**config.mk**
```make
export PLATFORM = sky130hd
export DESIGN_NAME = seq_div_flat
export DESIGN_NICKNAME = d
export VERILOG_FILES = /design/src/rtl/seq_div_if.sv /design/src/rtl/seq_div.sv /design/src/flat_wrapper.sv
export SDC_FILE = /design/constraint.sdc
export NUM_CORES = 1
export LEC_CHECK = 0
export BUFFER_PORTS_ARGS = -buffer_cell sky130_fd_sc_hd__buf_2
export CORE_MARGIN = 2
export CORE_UTILIZATION = 52
export CTS_CLUSTER_SIZE = 20
export DETAILED_ROUTE_END_ITERATION = 12
export HOLD_SLACK_MARGIN = 0.06
export MAX_ROUTING_LAYER = met4
export PLACE_DENSITY_LB_ADDON = 0.05
export RECOVER_POWER = 50
export SYNTH_ARGS = -nofsm -noshare
export SYNTH_HDL_FRONTEND = slang
export SYNTH_SLANG_ARGS = --single-unit
```
**constraint.sdc**
```tcl
create_clock -name clock -period 2.8 [get_ports clock]
set_input_delay 0 -clock clock [delete_from_list [all_inputs] [get_ports clock]]
set_output_delay 0 -clock clock [all_outputs]
set_load 0.005 [all_outputs]
```
**src/rtl/seq_div_if.sv**
```systemverilog
// Request/result bundle for the sequential divider: operands and start in, status and results out.
interface seq_div_if #(
    parameter int WIDTH = 32
);
    logic             start;
    logic [WIDTH-1:0] dividend;
    logic [WIDTH-1:0] divisor;
    logic             busy;
    logic             done;
    logic [WIDTH-1:0] quotient;
    logic [WIDTH-1:0] remainder;
    logic             div_by_zero;

    modport master (
        output start, dividend, divisor,
        input  busy, done, quotient, remainder, div_by_zero
    );

    modport slave (
        input  start, dividend, divisor,
        output busy, done, quotient, remainder, div_by_zero
    );
endinterface

```
**src/rtl/seq_div.sv**
```systemverilog
// Restoring shift-subtract divider, one quotient bit per clock, WIDTH+3 cycle back-to-back period.
// Define SEQ_DIV_SIGNED_EN for two's-complement operands (truncation toward zero); default is unsigned.
module seq_div #(
    parameter int WIDTH = 32
) (
    input  logic       clock,
    input  logic       reset,
    seq_div_if.slave   bus
);
`ifdef SEQ_DIV_SIGNED_EN
    localparam bit SIGNED_EN = 1'b1;
`else
    localparam bit SIGNED_EN = 1'b0;
`endif
    localparam int CW = $clog2(WIDTH + 1);

    typedef enum logic [1:0] {IDLE, CALC, FIX, DONE} state_t;

    function automatic logic [WIDTH-1:0] neg_if(input logic [WIDTH-1:0] v, input logic en);
        return en ? ({WIDTH{1'b0}} - v) : v;
    endfunction

    function automatic logic [WIDTH-1:0] magnitude(input logic [WIDTH-1:0] v);
        return neg_if(v, SIGNED_EN && v[WIDTH-1]);
    endfunction

    state_t            state_q, state_d;
    logic [CW-1:0]     cnt_q, cnt_d;
    logic [WIDTH-1:0]  quo_w_q;
    logic [WIDTH-1:0]  rem_w_q;
    logic [WIDTH-1:0]  dvs_q;
    logic              a_neg_q, b_neg_q;
    logic [WIDTH-1:0]  quotient_q, remainder_q;
    logic              dbz_q;

    logic              accept;
    logic              dvs_zero;
    logic [WIDTH:0]    rem_sh;
    logic              ge;
    logic [WIDTH-1:0]  rem_nx, quo_nx;

    assign accept   = (state_q == IDLE) && bus.start;
    assign dvs_zero = (dvs_q == '0);

    // Partial remainder carries one extra bit so the shifted value never loses its MSB before the compare.
    assign rem_sh = {rem_w_q, quo_w_q[WIDTH-1]};
    assign ge     = rem_sh >= {1'b0, dvs_q};
    assign rem_nx = ge ? WIDTH'(rem_sh - {1'b0, dvs_q}) : rem_sh[WIDTH-1:0];
    assign quo_nx = {quo_w_q[WIDTH-2:0], ge};

    always_comb begin
        state_d = state_q;
        cnt_d   = cnt_q;
        case (state_q)
            IDLE: begin
                if (bus.start) begin
                    state_d = CALC;
                    cnt_d   = '0;
                end
            end
            CALC: begin
                if (dvs_zero) begin
                    state_d = DONE;
                end else if (cnt_q == CW'(WIDTH - 1)) begin
                    state_d = FIX;
                end else begin
                    cnt_d = cnt_q + CW'(1);
                end
            end
            FIX:     state_d = DONE;
            DONE:    state_d = IDLE;
            default: state_d = IDLE;
        endcase
    end

    always_ff @(posedge clock or posedge reset) begin
        if (reset) begin
            state_q     <= IDLE;
            cnt_q       <= '0;
            quotient_q  <= '0;
            remainder_q <= '0;
            dbz_q       <= 1'b0;
        end else begin
            state_q <= state_d;
            cnt_q   <= cnt_d;
            if (accept) begin
                dbz_q <= 1'b0;
            end
            if (state_q == CALC && dvs_zero) begin
                quotient_q  <= '1;
                remainder_q <= neg_if(quo_w_q, a_neg_q);
                dbz_q       <= 1'b1;
            end
            // Sign correction: quotient follows sign mismatch, remainder follows the dividend.
            if (state_q == FIX) begin
                quotient_q  <= neg_if(quo_w_q, a_neg_q ^ b_neg_q);
                remainder_q <= neg_if(rem_w_q, a_neg_q);
            end
        end
    end

    always_ff @(posedge clock) begin
        if (accept) begin
            quo_w_q <= magnitude(bus.dividend);
            rem_w_q <= '0;
            dvs_q   <= magnitude(bus.divisor);
            a_neg_q <= SIGNED_EN && bus.dividend[WIDTH-1];
            b_neg_q <= SIGNED_EN && bus.divisor[WIDTH-1];
        end else if (state_q == CALC) begin
            quo_w_q <= quo_nx;
            rem_w_q <= rem_nx;
        end
    end

    assign bus.busy        = (state_q != IDLE);
    assign bus.done        = (state_q == DONE);
    assign bus.quotient    = quotient_q;
    assign bus.remainder   = remainder_q;
    assign bus.div_by_zero = dbz_q;
endmodule

```
**src/flat_wrapper.sv**
```systemverilog
// flat-port wrapper written by rule: the top's interface ports become plain ports
module seq_div_flat 
#(
    parameter int WIDTH = 32
)
  (clock, reset, bus_start, bus_dividend, bus_divisor, bus_busy, bus_done, bus_quotient, bus_remainder, bus_div_by_zero);
  seq_div_if #(.WIDTH(WIDTH)) bus_i ();
  input  logic clock;
  input  logic reset;
  input wire logic [$bits(bus_i.start)-1:0] bus_start;
  input wire logic [$bits(bus_i.dividend)-1:0] bus_dividend;
  input wire logic [$bits(bus_i.divisor)-1:0] bus_divisor;
  output wire logic [$bits(bus_i.busy)-1:0] bus_busy;
  output wire logic [$bits(bus_i.done)-1:0] bus_done;
  output wire logic [$bits(bus_i.quotient)-1:0] bus_quotient;
  output wire logic [$bits(bus_i.remainder)-1:0] bus_remainder;
  output wire logic [$bits(bus_i.div_by_zero)-1:0] bus_div_by_zero;
  assign bus_i.start = bus_start;
  assign bus_i.dividend = bus_dividend;
  assign bus_i.divisor = bus_divisor;
  assign bus_busy = bus_i.busy;
  assign bus_done = bus_i.done;
  assign bus_quotient = bus_i.quotient;
  assign bus_remainder = bus_i.remainder;
  assign bus_div_by_zero = bus_i.div_by_zero;
  seq_div #(.WIDTH(WIDTH)) u_core (.clock(clock), .reset(reset), .bus(bus_i));
endmodule
```
# Word-level counts from Yosys, hierarchy flattened
# Index checks and enable logic that the tools add are counted.
# totals
reg_bits	169
# op_classes
addsub	2
n_lt_le_gt_ge	1
eq_ne	8
mux	17
n_reduce_logical	11
# op_table
operator	n
two-way mux 32 bit	7
>= comparator 33 x 32 -> 1 bit	1
logical NOT 32 bit	1
subtractor 32 bit	1
two-way mux 6 bit	3
one-hot mux 6 bit (2 select lines)	1
nonzero test 2 bit	5
one-hot mux 2 bit (4 select lines)	1
adder 6 x 1 -> 6 bit (second input constant)	1
equality test 6 x 5 -> 1 bit (second input constant)	1
two-way mux 2 bit	3
inequality test 2 bit (second input constant)	3
equality test 2 bit (second input constant)	2
AND reduction 4 bit	1
inequality test 3 x 1 -> 1 bit (second input constant)	1
equality test 2 x 1 -> 1 bit (second input constant)	1
logical AND 1 bit	2
logical NOT 2 bit	1
two-way mux 1 bit	2
AND reduction 2 bit	1

# Longest topological paths before layout
# Gate-level depths: netlist of run 1.
# depth
word_depth	4
ltp_mapped	13
mapped_depth_nobuf	12

# Least setup slack after synthesis of run 1
# OpenSTA, ideal clock, no wires.
# synth_timing
path_type	register to register
from	reg u_core.quo_w_q[31]
to	reg u_core.rem_w_q[28]
setup_ps	136
arrival_ps	2612
required_ps	2664
slack_ps	52
stages_incl_launch_ff	13
period_less_slack_ps	2748
path_cell_list	edfxtp_1 > inv_1 > ha_1 > inv_1 > fa_1 > a21o_1 > a221oi_1 > o2bb2ai_1 > o21ai_1 > a21oi_1 > a211o_1 > a211oi_1 > a211oi_1
# synth_via
elab_chain_len	2
elab_cells_between_ends	3
cone_classes	add/sub (1); order compare (1); mux (1)
# synth_rtl
item	line_no	source
start: declaration	seq_div.sv:29	logic [WIDTH-1:0] quo_w_q;
start signal: assignment	seq_div.sv:104	quo_w_q <= magnitude(bus.dividend);
start signal: assignment	seq_div.sv:110	quo_w_q <= quo_nx;
subtractor 32 bit or >= comparator 33 x 32 -> 1 bit (tied branches)	seq_div.sv:48, seq_div.sv:47	
two-way mux 32 bit (*)	seq_div.sv:48	assign rem_nx = ge ? WIDTH'(rem_sh - {1'b0, dvs_q}) : rem_sh[WIDTH-1:0];
end signal: assignment	seq_div.sv:111	rem_w_q <= rem_nx;
end: declaration	seq_div.sv:30	logic [WIDTH-1:0] rem_w_q;
# Every way passes the cells marked *; elsewhere a longest branch is shown, timed or not.
# A chain may end at the register's enable or synchronous reset.

# Worst setup path in the final report of run 1
# layout_timing
from	reg u_core.dvs_q[8]
to	reg u_core.rem_w_q[17]
# layout_via
elab_chain_len	2
elab_cells_between_ends	3
cone_classes	add/sub (1); order compare (1); mux (1)
# layout_rtl
item	line_no	source
start: declaration	seq_div.sv:31	logic [WIDTH-1:0] dvs_q;
start signal: assignment	seq_div.sv:106	dvs_q <= magnitude(bus.divisor);
subtractor 32 bit or >= comparator 33 x 32 -> 1 bit (tied branches)	seq_div.sv:48, seq_div.sv:47	
two-way mux 32 bit (*)	seq_div.sv:48	
# Marked as above.

==> results of run 1 <==
==> timing repair <==
action | CTS | global route
pin swaps | 2 | 12
gates cloned | 0 | 0
setup endpoints to repair | 19 | 32
hold buffers | 67 | 0
gates resized for setup | 4 | 40
hold endpoints to repair | 138 | 0
setup buffers | 0 | 5
==> power by group through the flow <==
stage / Combinational (µW) / Sequential (µW) / Clock, µW
detailed placement: 6310 / 4610 / 0
floorplan: 4150 / 4430 / 0
finish: 6730 / 4620 / 2450
global route: 7510 / 4730 / 2580
global placement: 6230 / 4600 / 0
CTS: 6450 / 4570 / 2480
==> critical path, stage by stage (launching register included) <==
cell                       delay, ns
sky130_fd_sc_hd__edfxtp_1       0.36
sky130_fd_sc_hd__inv_1          0.05
sky130_fd_sc_hd__ha_1           0.32
sky130_fd_sc_hd__and3_1         0.22
sky130_fd_sc_hd__nor2b_1        0.15
sky130_fd_sc_hd__or2_2          0.32
sky130_fd_sc_hd__o21ai_0        0.33
sky130_fd_sc_hd__a21oi_1        0.17
sky130_fd_sc_hd__o21a_1         0.19
sky130_fd_sc_hd__or3_4          0.36
sky130_fd_sc_hd__a31oi_1        0.16
==> flip-flops by register name, summed over array words and instances, names as in the netlist <==
name / cells
u_core.dvs_q: 32
u_core.bus.div_by_zero: 1
u_core.state_q: 2
u_core.bus.remainder: 32
u_core.rem_w_q: 32
u_core.quo_w_q: 32
u_core.cnt_q: 6
u_core.bus.quotient: 32
==> cell families (layout without fill, tap and decap cells) <==
kind of cell / after synthesis / after routing / synth area share (%)
AND/OR/NAND/NOR: 325 / 325 / 15.8
AO/OA/AOI/OAI: 246 / 246 / 16.3
flip-flops: 169 / 169 / 49.2
buffers and inverters: 94 / 347 / 4.43
multiplexers: 56 / 56 / 6.30
adder cells (fa/ha/maj): 39 / 39 / 5.56
XOR/XNOR: 24 / 24 / 2.36
==> stage by stage <==
| step | instances | util (%) | hold WS [ns] | TNS (ns) | setup WS, ns |
|---|---|---|---|---|---|
| 2_1_floorplan | 953 | - | 0.0989 | 0 | 0.0517 |
| 3_3_place_gp | 1322 | 61.2 | -0.0471 | -0.0714 | -0.0568 |
| 3_5_place_dp | 1322 | 61.2 | -0.0391 | -0.469 | -0.138 |
| 4_1_cts | 1421 | 69.0 | 0.263 | 0 | 0.0120 |
| 5_1_grt | 1426 | 70.0 | 0.273 | -0.310 | -0.0658 |
| 6_report | 1426 | 70.0 | 0.277 | 0 | 0.0768 |
==> per-layer routing <==
layer	track usage [%]	vias to the layer above	part of all wire [%]
met5	-	-	0
met4	7.23	0	1.5
met3	3.49	28	5.7
met2	38.1	236	44
met1	38.3	3545	49
li1	-	3845	-
==> synthesized netlist by cell type (all sizes together), types with 3 or more instances <==
| cell type | number | share of area [%] |
|---|---|---|
| a211oi | 5 | 0.48 |
| a21o | 10 | 0.84 |
| a21oi | 56 | 3.2 |
| a31oi | 7 | 0.49 |
| a32oi | 5 | 0.49 |
| and3 | 10 | 0.72 |
| buf | 11 | 0.94 |
| clkbuf | 36 | 1.5 |
| dfrtp | 73 | 20 |
| dfxtp | 32 | 7.2 |
| edfxtp | 64 | 22 |
| ha | 38 | 5.3 |
| inv | 47 | 2.0 |
| mux2i | 55 | 6.2 |
| nand2 | 194 | 8.2 |
| nand2b | 7 | 0.49 |
| nand3 | 12 | 0.67 |
| nand4 | 9 | 0.63 |
| nor2 | 58 | 2.4 |
| nor2b | 5 | 0.35 |
| nor3 | 4 | 0.22 |
| nor3b | 3 | 0.25 |
| nor4 | 11 | 0.77 |
| o21a | 11 | 0.93 |
| o21ai | 120 | 6.7 |
| o21bai | 3 | 0.25 |
| o31ai | 5 | 0.42 |
| o41ai | 3 | 0.29 |
| or3 | 3 | 0.21 |
| xnor2 | 16 | 1.6 |
| xor2 | 8 | 0.79 |
==> area by class of cell <==
class | count | area (µm²)
fillers | 1332 | 5000
flip-flops and latches | 169 | 4390
multi-input cells | 690 | 4360
repair buffers | 268 | 1870
clock buffers | 18 | 439
well taps | 220 | 275
clock inverters | 14 | 183
inverters | 47 | 176
==> worst min path at each step <==
stage	startpoint	endpoint	slack, ns
floorplan	bus_divisor[0]	u_core.dvs_q[0]	0.1
global placement	reset	u_core.bus.quotient[6]	-0.05
detailed placement	reset	u_core.bus.quotient[4]	-0.04
CTS	bus_divisor[10]	u_core.dvs_q[10]	0.26
global route	bus_divisor[27]	u_core.dvs_q[27]	0.27
finish	bus_divisor[19]	u_core.dvs_q[19]	0.28
==> out/results.txt, run 1 <==
The I/O pin total came out at 134. The top flip-flop cell by instance count after synthesis is sky130_fd_sc_hd__dfrtp_1. By startpoint and endpoint, the worst setup path is classified as reg2reg. Of the total power, the share spent switching nets is 40.9%.

The clock network accounts for 17.7% of the total power. In this run the vertical extent of the chip is 135 µm. The clock tree synthesis step divided the H-tree into 4 levels. The worst register-to-register path ends at u_core.rem_w_q[17].

In this run, the number of DRC markers left after iteration 0 of detailed routing was 531. For the first-pass detailed-route iteration total, the log shows 5. Total of warnings raised by yosys: 0. Critical path startpoint category: a register. Setup violations remaining at the end of the flow were counted as 0.

For this design the ratio of total power to cell area is 1180 nW/µm². Setup slack on the worst reg-to-reg path comes out at 0.08 ns. The combined area of all synthesized cells is 8920 µm², and the maximum VDD drop is 0.562 mV. Max-cap violations in this run came to 0. Internal power comes to 8150 µW. The relative area change from synthesis to final layout came out at 31.2%. The top cell types in the final layout, fill and taps aside, are sky130_fd_sc_hd__nand2_1, sky130_fd_sc_hd__o21ai_0, sky130_fd_sc_hd__buf_2. Along the worst hold path, the cell count comes to 2. The analysis attributes to cell leakage a power of 0.00512 µW. Setup repair after global routing could not meet its margin everywhere. The detail-routed net length per standard cell is 16.2 µm.

The number of antenna violations at the first check in global routing was 0. The timing startpoint of the critical path was u_core.dvs_q[8]. The number of synthesized register bits is 169, and the starting utilization of the core area is 53.4%. Clock slew at the register clock pins of the worst setup and hold paths: 0.07 ns.

The logs give 23100 µm for the overall routed net length and 73 for the pin count of the biggest net entering global routing. Headroom to the max-slew limit came out at 26.6%. Max-slew violation count: 0. The number of global-route vias before repair is 7012.

The count of different cell masters after synthesis came out at 65. The tightest min-delay check is of the in2reg type. The worst setup path is captured at a register.

Sequential cells were found to cover 49.2% of the synthesized design area. Summing all placed instances gives a cell area of 10200 µm². The detail route stage leaves a number of antenna-violating nets equal to 0. Leaving out fill and tap cells, the most frequent cell in the layout is sky130_fd_sc_hd__nand2_1. The worst clock skew is 0.00884 ns, and the DRC violations left is 0. In the routed layout, each cell is associated on average with a via count of 5.37. The tools report the cell at the root of the clock tree as sky130_fd_sc_hd__clkbuf_16. The final critical path takes up 97.3% of the cycle. The clock drives 169 sinks.

The number of hold-slack violations in the final timing report is 0, and the required time reported for the critical path endpoint is 3.15 ns. The post-route netlist has 21.2% of its cells at a drive strength greater than 1. The critical path capture point is u_core.rem_w_q[17]. The worst endpoint data arrival time was 3.07 ns; the synthesized area per cell was 9.36 µm². The total routing resource utilization after global routing is 26.0%.

The flow ran to the end, and the final reports show no timing, DRC or antenna violations. Measured along the x axis, the die boundary spans 135 µm. The run gives 1299 as the number of nets in the layout. The area enclosed by the die boundary was 18200 µm².

Port buffering added 133 buffers. Buffer depth of the longest clock path: 2. TritonCTS built the clock tree.

The cell count after synthesis came out at 953. Switching power total: 5650 µW. The HPWL after detailed placement is 16100 µm. The highest fanout seen on the critical path was 3; the slew at the pin closest to its max-slew limit was 1.10 ns. For the net count after synthesis, the log shows 1059.

The cell area after layout is 11700 µm², and the number of enable flip-flop cells after synthesis is 64. The later pin in the worst-skew pair is clocked with a latency of 0.43 ns. The tools report the floorplan row count as 47. The maximum frequency from static timing analysis came out at 367 MHz. For the total grt overflow, the log shows 0. The logs give 0.891 for the routability congestion estimate and 48.7% for the share of power burned in combinational logic. The critical register-to-register path startpoint was u_core.dvs_q[8]. The repair_antennas step left the layout with diodes totalling 0. Buffers inserted during clock tree synthesis total 17. The sequential group share of total power is 33.5%, and the total power is 13800 µW. The total area inside the core boundary comes to 16700 µm². The routed layout has 7654 vias. Wire length of the first global-routing pass: 35900 µm. The worst-case reg-to-reg path depth was 10. Of all flip-flops after synthesis, the portion carrying an async set or reset was 43.2%. The minimum clock period works out to 2.72 ns.
Power figures use the tool's default switching activity.
==> run 2, diff against run 1 <==
- CORE_ASPECT_RATIO: unset -> 0.6
==> run 2 against run 1 <==
Net effect:
- cell count rose by 0.49%
- total power up 0.79%
- register-to-register slack worse by 0.05 ns
==> out/results.txt, run 2 (same netlist as run 1, synthesis figures left out) <==
The power per cell area was 1190 nW/µm². By startpoint and endpoint, the worst setup path is classified as reg2reg. The worst setup path is captured at a register. TritonCTS built the clock tree. The tools report the relative slew slack as 2.90%.

At the worst endpoint, the arrival time is 3.05 ns. For this block, the via count after detailed routing is 7834. The number of global-route vias before repair was 7547; the largest incremental delay on the critical path was 0.53 ns. For the pin with the worst max-slew slack, the measured transition is 1.46 ns.

In the layout the commonest cells are sky130_fd_sc_hd__nand2_1, sky130_fd_sc_hd__o21ai_0, sky130_fd_sc_hd__buf_2. The initial DRC count is 650. Final clock period utilization by the worst path: 98.9%.

Setup violations remaining at the end of the flow were counted as 0. In this design, the critical path's most frequently occurring cell is sky130_fd_sc_hd__a211oi_2. The tools report the number of maximum-capacitance violations as 0. The number of hold-slack violations in the final timing report is 0.

The minimum clock period was 2.77 ns. The logs give 17 for the total CTS buffers and 0.0101 ns for the worst clock skew. Traced cell by cell, the critical path runs through inv_1, ha_1, a21o_1, a211oi_2, or3b_2, o21ai_2, a21oi_2, a211o_1, a211oi_2, a211oi_1. The cell sitting at the root of the clock tree is a sky130_fd_sc_hd__clkbuf_16. In this run the vertical extent of the chip is 105 µm. Buffers placed on the I/O ports in this run total 133. In this run the standard cell core region covers 16900 µm². For the met3 demand-to-capacity share in global routing, the log shows 4.47%. The number of antenna violations at the first check in global routing came out at 0. Clock slew at the register clock pins of the worst setup and hold paths: 0.07 ns. For this run, the top clock speed supported by timing is 361 MHz. The first TritonRoute pass finished after 5 iterations. For this block, the routed nets add up to 24700 µm of wire. The tools report the wire length of the first global-routing pass as 39400 µm. For this design the static power due to leakage is 0.00502 µW. The number of buffer and inverter instances along the worst setup path was 1. The number of nets in the layout was 1292.

The total routing resource utilization after global routing was 28.2%; the detail-routed net length per standard cell was 17.3 µm. The total grt overflow is 0, and the number of routed nets with antenna violations is 0. Along the worst path, the maximum fanout reaches 2. CTS built an H-tree with a depth of 4. The worst setup path is launched from a register.

The post-route netlist has 19.5% of its cells at a drive strength greater than 1. Max-slew violation count: 0. During I/O placement, the number of pins put on the boundary was 134.

The logs give 39.7% for the global routing usage on met1 and 18200 µm² for the area enclosed by the die boundary. For met2 alone, demand over resource in global routing was 43.1%. After detailed routing, the number of remaining DRC violations is 0.

No sink is reached through more buffers than the 2 on the longest clock path. The slowest cell on the critical path was sky130_fd_sc_hd__or3b_2. Among cell families on the critical path, the largest total delay comes from compound AO/OA/AOI/OAI gates.

The total number of clock tree sinks was 169. The number of antenna diodes in the final layout is 0. The die is 173 µm wide. The run gives 0.707 mV as the maximum VDD drop.

The run finished with clean final reports. For the worst setup path, the data required time is 3.08 ns. After routing, the total negative slack on setup checks comes to 0 ns. The detailed-route vias per instance was 5.47. From synthesis to final layout, the design area changed by 31.4%. For the placed wire-length estimate after detailed placement, the log shows 16800 µm. The worst hold path belongs to the class in2async. For the worst-skew pair, the clock arrives at the later sink with an insertion delay of 0.43 ns. After the flow finishes, the layout carries non-filler instances totaling 1433. The most frequent standard cell in the layout excluding fill and tap cells was sky130_fd_sc_hd__nand2_1. The logs give 52.6% for the starting utilization of the core area and 0.916 for the routability congestion estimate.

The global-route layer with the greatest usage was met2. Total instance count after detailed placement: 1320. The pin count of the biggest net entering global routing was 67.

Setup repair after global routing could not meet its margin everywhere. The floorplan row count is 37, and the total power is 13900 µW.
==> run 2: repair_timing <==
item | CTS | global route
hold buffers | 66 | 0
pin swaps | 6 | 18
gates resized for setup | 13 | 43
endpoints found under the hold margin | 136 | 0
setup buffers | 3 | 9
cloned | 1 | 2
setup endpoints to repair | 22 | 32
==> run 2: stage by stage <==
step	area, µm²	worst slack, ns	utilization, %	hold WS, ns
detailed placement	10100	-0.182	59.6	0.0101
global route	11700	-0.0634	69.1	0.261
CTS	11400	0.00149	67.6	0.0938
floorplan	8920	0.0517	-	0.0989
global placement	10100	-0.107	59.6	0.00594
finish	11700	0.0304	69.1	0.210
==> run 2: power breakdown <==
group	switching, µW	internal (µW)
registers	859	3800
logic	3850	3090
clock network	1030	1280
total	5740	8170
==> run 2: metal layers <==
metal / wire length (µm) / part of all wire (%)
met4: 305 / 1.2
met3: 1400 / 5.7
met2: 11200 / 45
met1: 11900 / 48
met5: 0 / 0
==> run 2: worst register-to-register path, stage by stage, from the launching register on <==
cell and delay, ns:
sky130_fd_sc_hd__edfxtp_1 0.41, sky130_fd_sc_hd__inv_1 0.09, sky130_fd_sc_hd__ha_1 0.24, sky130_fd_sc_hd__a21o_1 0.20, sky130_fd_sc_hd__a211oi_2 0.26, sky130_fd_sc_hd__or3b_2 0.53
sky130_fd_sc_hd__o21ai_2 0.20, sky130_fd_sc_hd__a21oi_2 0.10, sky130_fd_sc_hd__a211o_1 0.30, sky130_fd_sc_hd__a211oi_2 0.23, sky130_fd_sc_hd__a211oi_1 0.07
==> run 2: final timing paths <==
check                                        from                      end  slack, ns  cells past startpoint
min                                         reset  u_core.bus.quotient[26]       0.21                      3
max in group asynchronous                   reset   u_core.bus.quotient[8]       0.81                      4
min reg2reg                u_core.bus.div_by_zero   u_core.bus.div_by_zero       0.48                      1
max reg2reg                      u_core.dvs_q[15]       u_core.rem_w_q[28]       0.03                     10
min in group clock                bus_divisor[18]         u_core.dvs_q[18]       0.27                      2
max                              u_core.dvs_q[15]       u_core.rem_w_q[28]       0.03                     10
==> run 2: area by class of cell <==
class,instances,area [µm²]
Clock inverter,12,115
Tap cell,234,293
Inverter,47,176
Sequential cell,169,4390
Fill cell,1397,5230
Clock buffer,20,457
Timing Repair Buffer,261,1870
Multi-Input combinational cell,690,4420
==> run 3, diff against run 2 <==
- CORE_MARGIN: 2 -> 3
- MAX_ROUTING_LAYER: met4 -> unset
==> run 3 against run 2 <==
Net effect:
- critical path depth is the same
- clock skew rose by 0.0017 ns
- highest routed layer unchanged
- global-route usage fell by 1.9 points
- die area up 3.1%
- worst hold slack improved by 0.058 ns
- critical endpoint is now u_core.rem_w_q[6]
==> out/results.txt, run 3 (same netlist as run 1, synthesis figures left out) <==
The run finished with clean final reports. STA puts the critical path data arrival time at 3.07 ns. In this run, placement finished with an instance count of 1331. Gate family responsible for the most delay along the worst path: simple AND/OR/NAND/NOR gates. Cells fill 71.0% of the core in the end. The share of power burned in combinational logic is 49.8%, and the number of antenna violations at the first check in global routing is 0. The kind of path behind the tightest hold check is in2reg. The highest fanout seen on the critical path was 8. The run gives -0.173 ns as the placement-stage worst setup slack. The run gives 0 as the max-slew violation count. In this run the horizontal extent of the chip is 175 µm. Setup total negative slack on the finished layout was measured at 0 ns. Final clock period utilization by the worst path: 98.9%. Category of the critical setup timing path: reg2reg. For this design the ratio of total power to cell area is 1180 nW/µm². Of the cells placed in the final design, the portion with a size suffix greater than 1 is 20.8%. The wire length of the first global-routing pass is 39000 µm, and the cell-internal power is 8050 µW. The number of global-route vias before repair was 7344. For the final database, setup skew stands at 0.0119 ns.

The total overflow left after global routing is 0. Counting both buffers and inverters, the worst setup path holds a total of 2. The worst-case IR drop observed on VDD is 0.724 mV. In the routed layout, each cell is associated on average with a via count of 5.48. The tools report the critical path startpoint category as a register. Summed over all nets, the half-perimeter wirelength after detailed placement is 17100 µm.

The total number of clock tree sinks is 169, and the number of routed nets with antenna violations is 0. The area of the core region is 16500 µm², and the total CTS buffers is 17. Row generation in the floorplan step produced 36 rows. The level count of the clock H-tree came out at 4.

After clock tree synthesis, the clock-pin slew on the worst setup and hold paths is 0.07 ns. TritonCTS built the clock tree. The quantity of I/O buffers inserted on ports works out to 133.

For this design the total switching power over the nets is 5830 µW. In this design, the stage delay of the slowest critical-path cell is 0.55 ns. The run gives 0.938 as the routability congestion estimate.

The number of nets in the layout is 1307, and the cell area after placement is 10200 µm². For the leakage power, the log shows 0.00510 µW. The signal on the critical path passes through inv_1, ha_1, and3_4, nand2_2, or4_4, o311ai_4, a21o_4, buf_12, mux2i_1, a21oi_1.

Clock latency on the worst-skew pair, taken at its later pin, is 0.44 ns. The slowest cell on the critical path is sky130_fd_sc_hd__or4_4. Clock tree synthesis selected as its root buffer the cell sky130_fd_sc_hd__clkbuf_16. The worst path in the final design needs a cycle of 2.77 ns, including I/O delays and setup. In the final routed layout, each cell accounts on average for 17.4 µm.

The routed layout has 7909 vias. Setup slack closes at 0.0316 ns. For the pin with the worst max-slew slack, the measured transition is 1.30 ns.

The y dimension of the die works out to 107 µm. The required time reported for the critical path endpoint is 3.10 ns. In this run, the clock network consumes 16.8% of the power. The I/O pin total came out at 134. For the relative slew slack, the log shows 13.6%. The most frequent standard cell in the layout excluding fill and tap cells is sky130_fd_sc_hd__nand2_1.

The repair_antennas step left the layout with diodes totalling 0. After detailed routing, the number of remaining DRC violations is 0. Compared with the post-synthesis result, the final layout area differs by 31.7%. After the flow finishes, the layout carries non-filler instances totaling 1442.

Buffer depth of the longest clock path: 2. The detailed router finished its first iteration with 776 violations. Summed over all layers, the routed wires come to 25000 µm. The switching power as a share of total power is 42.0%, and the number of maximum-capacitance violations is 0. The logs give 0 for the number of hold-slack violations in the final timing report and 18800 µm² for the area enclosed by the die boundary. The cell area after layout was 11700 µm².

The first detailed-routing pass took 5 iterations. The sequential group share of total power came out at 33.4%. The pin count of the biggest net entering global routing is 67. The starting utilization of the core area was 53.9%; the number of failing setup endpoints in the final timing report was 0. Derived from the worst setup path, the maximum achievable clock frequency is 361 MHz.

The library cells used most frequently in the layout, excluding fill and tap cells, are sky130_fd_sc_hd__nand2_1, sky130_fd_sc_hd__o21ai_0, sky130_fd_sc_hd__buf_2. The total routing resource utilization after global routing is 26.3%. The tools report the nature of the critical path endpoint as a register.
## run 3: cell count changes in the layout (fill, tap and decap cells not counted), moves of 3 or more
cell,delta
sky130_fd_sc_hd__buf_4,+21
sky130_fd_sc_hd__clkbuf_1,-8
sky130_fd_sc_hd__buf_2,+5
sky130_fd_sc_hd__ha_4,-4
sky130_fd_sc_hd__inv_8,+4
sky130_fd_sc_hd__buf_1,+3
sky130_fd_sc_hd__buf_6,-3
sky130_fd_sc_hd__ha_1,+3
## run 3: worst paths after layout
check | startpoint | endpoint | slack (ns) | cells after the start
worst max register to register | u_core.dvs_q[9] | u_core.rem_w_q[6] | 0.03 | 10
worst min register to register | u_core.bus.div_by_zero | u_core.bus.div_by_zero | 0.48 | 1
worst min-delay path | bus_divisor[5] | u_core.dvs_q[5] | 0.27 | 2
max in group asynchronous | reset | u_core.bus.div_by_zero | 0.62 | 4
min in group asynchronous | reset | u_core.bus.quotient[28] | 0.41 | 3
worst max-delay path | u_core.dvs_q[9] | u_core.rem_w_q[6] | 0.03 | 10
## run 3: layout make-up
class | instances | area [µm²]
well taps | 228 | 285
repair buffers | 276 | 1930
clock inverters | 15 | 151
clock buffers | 17 | 425
flip-flops and latches | 169 | 4390
multi-input cells | 690 | 4390
inverters | 47 | 176
fillers | 1316 | 4790
## run 3: timing repair
item	CTS	global route
setup endpoints to repair	21	33
gates cloned	0	1
gates resized for setup	4	45
hold buffers	66	0
hold endpoints to repair	94	0
buffers inserted	0	12
pin swaps	4	19
## run 3: power groups by stage
stage / logic [µW] / clock network, µW / registers, µW
after floorplan: 4150 / 0 / 4430
after global placement: 6210 / 0 / 4640
after detailed placement: 6300 / 0 / 4640
after CTS: 6450 / 2360 / 4600
after global routing: 7710 / 2460 / 4750
final: 6910 / 2330 / 4640
## run 3: stage by stage
step                      hold WS [ns]  total power [µW]
after floorplan                 0.0989              8580
after global placement           0.125             10800
after detailed placement         0.127             10900
after CTS                        0.207             13400
after global routing             0.264             14900
final                            0.268             13900
## run 3: metal layers
layer,global-route usage [%],part of all wire [%]
met2,40.0,45
met3,5.11,6.1
met1,38.9,48
met4,6.31,0.99
met5,0,0
